`config.mk`:
```
export PLATFORM = sky130hd
export DESIGN_NAME = ldpc_asm_randomizer
export DESIGN_NICKNAME = d
export VERILOG_FILES = /design/src/rtl/ldpc_asm_randomizer.sv
export SDC_FILE = /design/constraint.sdc
export NUM_CORES = 1
export LEC_CHECK = 0
export CAP_MARGIN = 10
export CORE_UTILIZATION = 40
export DETAILED_ROUTE_END_ITERATION = 16
export GPL_ROUTABILITY_DRIVEN = 0
export HOLD_SLACK_MARGIN = 0.08
export PLACE_DENSITY = 0.59
export SLEW_MARGIN = 20
export SYNTH_ARGS = -nofsm -noshare
export SYNTH_HDL_FRONTEND = slang
export SYNTH_SLANG_ARGS = --single-unit
export TNS_END_PERCENT = 50
```
`constraint.sdc`:
```
create_clock -name clk -period 2.2 [get_ports clk]
set_input_delay 0.66 -clock clk [delete_from_list [all_inputs] [get_ports clk]]
set_output_delay 0.66 -clock clk [all_outputs]
set_load 0.01 [all_outputs]
```
`src/rtl/ldpc_asm_randomizer.sv`:
```
// ldpc_asm_randomizer: frames LDPC codeblocks into CADUs (ASM + randomized codeblock bits) on a serial AXI-Stream link
module ldpc_asm_randomizer #(
  parameter int          CB_LEN  = 8176,
  parameter logic [31:0] ASM     = 32'h1ACFFC1D,
  parameter bit          RAND_EN = 1'b1
) (
  input  logic clk,
  input  logic rst_n,
  input  logic s_axis_tdata,
  input  logic s_axis_tvalid,
  output logic s_axis_tready,
  input  logic s_axis_tlast,
  output logic m_axis_tdata,
  output logic m_axis_tvalid,
  output logic m_axis_tlast,
  input  logic m_axis_tready,
  output logic len_err
);
  typedef enum logic [1:0] {IDLE, SYNC, DATA} state_t;
  state_t state, state_nx;
  logic [4:0] asm_cnt;
  logic [12:0] bit_cnt;
  logic [7:0] lfsr;
  logic free, hs, cnt_last, cb_end;
  assign free = !m_axis_tvalid || m_axis_tready;
  assign hs = s_axis_tvalid && s_axis_tready;
  assign cnt_last = bit_cnt == 13'(CB_LEN - 1);
  assign cb_end = s_axis_tlast || cnt_last;
  // state register
  always_ff @(posedge clk or negedge rst_n)
    if (!rst_n) state <= IDLE;
    else state <= state_nx;
  // next state: wake on offered data, leave SYNC after the 32nd ASM bit, close the CADU on tlast or full length
  always_comb begin
    state_nx = state;
    case (state)
      IDLE:    state_nx = s_axis_tvalid ? SYNC : IDLE;
      SYNC:    state_nx = (free && asm_cnt == 5'd31) ? DATA : SYNC;
      DATA:    state_nx = (hs && cb_end) ? IDLE : DATA;
      default: state_nx = IDLE;
    endcase
  end
  // input is only accepted while streaming codeblock bits into a free slot
  always_comb s_axis_tready = (state == DATA) && free;
  // slot, counters and randomizer move only when the slot can take a new bit; a stall freezes everything
  always_ff @(posedge clk or negedge rst_n)
    if (!rst_n) begin
      m_axis_tdata  <= 1'b0;
      m_axis_tvalid <= 1'b0;
      m_axis_tlast  <= 1'b0;
      asm_cnt       <= 5'd0;
      bit_cnt       <= 13'd0;
      lfsr          <= 8'hFF;
    end else if (free) begin
      m_axis_tvalid <= (state == SYNC) || hs;
      m_axis_tdata  <= (state == SYNC) ? ASM[5'd31 - asm_cnt] :
                       hs ? (s_axis_tdata ^ (RAND_EN & lfsr[0])) : m_axis_tdata;
      m_axis_tlast  <= hs && cb_end;
      asm_cnt       <= (state == SYNC) ? asm_cnt + 5'd1 : 5'd0;
      bit_cnt       <= (state != DATA) ? 13'd0 : hs ? (cb_end ? 13'd0 : bit_cnt + 13'd1) : bit_cnt;
      lfsr          <= (state != DATA) ? 8'hFF : hs ? {lfsr[7] ^ lfsr[5] ^ lfsr[3] ^ lfsr[0], lfsr[7:1]} : lfsr;
    end
  // length error is a single-cycle pulse aligned with the offending tlast bit entering the slot
  always_ff @(posedge clk or negedge rst_n)
    if (!rst_n) len_err <= 1'b0;
    else len_err <= hs && (s_axis_tlast != cnt_last);
endmodule

```
==> impl_metrics.env <==
export IMPL_outcome="complete, no violations"
export IMPL_grt_pass1_wl_um=5800
export IMPL_slowest_delay_ps=490
export IMPL_hold_depth=1
export IMPL_crit_path_end_kind="flop"
export IMPL_p_sw_frac=0.270
export IMPL_synth_area_mm2=0.00163
export IMPL_cp_start_kind="input port"
export IMPL_post_drt_wl_per_cell_um=14.1
export IMPL_crit_type="input port to flop"
export IMPL_die_x_um=65.8
export IMPL_pwr_share_clk=0.330
export IMPL_synth_top_flop_cell="dfrtp_1"
export IMPL_synthTopCellsByArea="dfrtp_1, dfstp_2, o21ai_0, o22a_1, nand3_1"
export IMPL_multi_input_area_um2=778
export IMPL_worstReg2RegStart="bit_cnt[1]"
export IMPL_powerDensity_mw_per_mm2=706
export IMPL_p_seq_frac=0.509
export IMPL_slew_violations=0
export IMPL_p_switching_uw=376
export IMPL_layout_cells_non_filler=238
export IMPL_critPathRequiredTime_ps=2410
export IMPL_ys_types=47
export IMPL_clk_latency_ps=280
export IMPL_die_area_mm2=0.00433
export IMPL_fillers=358
export IMPL_cts_tree="yes"
export IMPL_path_clk_slew_ps=70
export IMPL_reg2reg_to="bit_cnt[8]"
export IMPL_rows=22
export IMPL_regArea_um2=811
export IMPL_synth_edff_count=0
export IMPL_area_growth_pct=21.0
export IMPL_root_buffer="clkbuf_8"
export IMPL_synth_nets=170
export IMPL_critPathMaxFanout=12
export IMPL_rrSetupSlack_ps=110
export IMPL_cts_inserted_buffers=5
export IMPL_fin_crit_sh=0.967
export IMPL_hold_buffers=0
export IMPL_ant_nets=0
export IMPL_synth_top_area_cell="dfrtp_1"
export IMPL_synthCells=160
export IMPL_clkSinkCount=32
export IMPL_drive_above_1_share=0.200
export IMPL_drtPass1Iterations=4
export IMPL_hold_viol=0
export IMPL_io_buffers=10
export IMPL_grt_pass1_vias=1288
export IMPL_p_int_uw=1020
export IMPL_crit_family="simple AND/OR/NAND/NOR gates"
export IMPL_drc=0
export IMPL_hold_start="bit_cnt[11]"
export IMPL_overflow=0
export IMPL_drt_initial_drc_count=99
export IMPL_layout_common_cells="dfrtp_1, o21ai_0, buf_4, nand3_1"
export IMPL_hold_path_end="bit_cnt[11]"
export IMPL_die_h_um=65.8
export IMPL_rsz0062_at_grt="yes"
export IMPL_cp_cell_sequence="clkdlybuf4s50_1 > nor2b_2 > buf_4 > buf_4 > or3_4 > or3_1 > o21ai_1"
export IMPL_ys_seq_elements=32
export IMPL_fmax_mhz=470
export IMPL_nNetsFinal=199
export IMPL_slew_headroom=0.727
export IMPL_tightestPinTransition_ps=409
export IMPL_initial_utilization=0.432
export IMPL_n_antenna_cell=0
export IMPL_via_per_inst=5.58
export IMPL_final_common_cell="dfrtp_1"
export IMPL_r2r_cells=9
export IMPL_worstPathArrival_ps=2340
export IMPL_dpl_cell_count=228
export IMPL_cp_slowest_cell="clkdlybuf4s50_1"
export IMPL_synth_top_area_frac=0.368
export IMPL_worst_path_most_repeated_cell="buf_4"
export IMPL_power_leakage_uw=0.000810
export IMPL_holdCritPathClass="flop to flop"
export IMPL_ir_worst_vdd_v=0.000347
export IMPL_cp_num_buf_inv=3
export IMPL_synth_area_per_cell_um2=10.2
export IMPL_grt_max_degree=33
export IMPL_p_comb_frac=0.162
export IMPL_clock_skew_ps=6.54
export IMPL_period_needed_ps=2130
export IMPL_cap_violations=0
export IMPL_cts_buffer_depth=2
export IMPL_finalWirelength_um=3340
export IMPL_h_tree_depth=2
export IMPL_antenna_found_initial=0
export IMPL_core_mm2=0.00377
export IMPL_grt_use_total=0.181
export IMPL_yosys_warnings=0
export IMPL_async_flop_share=1.00
export IMPL_setup_violations=0
export IMPL_ys_seq_area_frac=0.497
export IMPL_vias=1328
export IMPL_fin_util=0.523
export IMPL_dp_hpwl_um=2420
export IMPL_ios=11
[sequential cells by signal, summed over array words and instances, names as in the netlist]
signal / flops
len_err: 1
state: 2
asm_cnt: 5
lfsr: 8
bit_cnt: 13
m_axis_tvalid: 1
m_axis_tlast: 1
m_axis_tdata: 1
[kinds of logic after synthesis]
family / Yosys count / share of synthesized area
AO/OA/AOI/OAI: 51 / 0.208
XOR/XNOR: 3 / 0.0161
adder cells (fa/ha/maj): 4 / 0.0307
buffers and inverters: 9 / 0.0269
flip-flops: 32 / 0.497
multiplexers: 3 / 0.0184
AND/OR/NAND/NOR: 58 / 0.203
[repair_timing]
action,CTS,global route
setup buffers,1,1
setup endpoints to repair,1,4
resized for setup,2,2
[metal layers]
metal / up-vias / GRT usage / part of all wire
met4: 0 / 0.0815 / 0.016
met2: 22 / 0.270 / 0.46
li1: 654 / - / -
met1: 645 / 0.240 / 0.48
met3: 7 / 0.0517 / 0.044
met5: - / 0 / 0
[power groups by stage]
stage | Combinational [µW] | Clock (µW) | Sequential, µW
5_1_grt | 255 | 502 | 718
4_1_cts | 229 | 479 | 709
3_5_place_dp | 226 | 0 | 718
6_report | 225 | 459 | 709
3_3_place_gp | 214 | 0 | 712
2_1_floorplan | 140 | 0 | 705
[stage by stage]
step	instance area [µm²]	hold slack, ps	power, µW	worst slack [ps]	setup TNS, ps
finish	1970	486	1390	72.6	0
global route	1970	525	1470	-8.28	-8.28
CTS	1970	488	1420	6.00	0
detailed placement	1870	480	944	-286	-590
global placement	1870	476	926	-265	-421
floorplan	1630	364	845	187	0
[final cells by class]
class | instances | area share
Clock buffer | 8 | 0.0457
Inverter | 5 | 0.00951
Multi-Input combinational cell | 119 | 0.394
Sequential cell | 32 | 0.411
Tap cell | 48 | 0.0304
Timing Repair Buffer | 26 | 0.109
[synth_stat cells, drive strengths merged (2+ instances only)]
master / number
a21boi: 2
a21o: 2
a21oi: 7
a22o: 5
a31oi: 2
and3: 2
buf: 3
dfrtp: 24
dfstp: 8
ha: 4
inv: 5
mux2i: 3
nand2: 9
nand2b: 5
nand3: 12
nand4: 2
nor2: 5
nor2b: 3
nor3: 5
nor4: 3
o21ai: 18
o22a: 7
o31ai: 3
or2: 2
or3: 3
or4: 2
xnor2: 2
[worst max-delay path by stage]
stage / start / end / slack [ps] / cells after the start
floorplan: bit_cnt[0] / bit_cnt[8] / 190 / 9
finish: m_axis_tready / bit_cnt[8] / 70 / 7
global route: bit_cnt[1] / bit_cnt[4] / -8 / 9
CTS: m_axis_tready / s_axis_tready / 6 / 4
global placement: m_axis_tready / s_axis_tready / -260 / 4
detailed placement: m_axis_tready / s_axis_tready / -290 / 4
No activity file was read; power rests on OpenSTA's default activity.
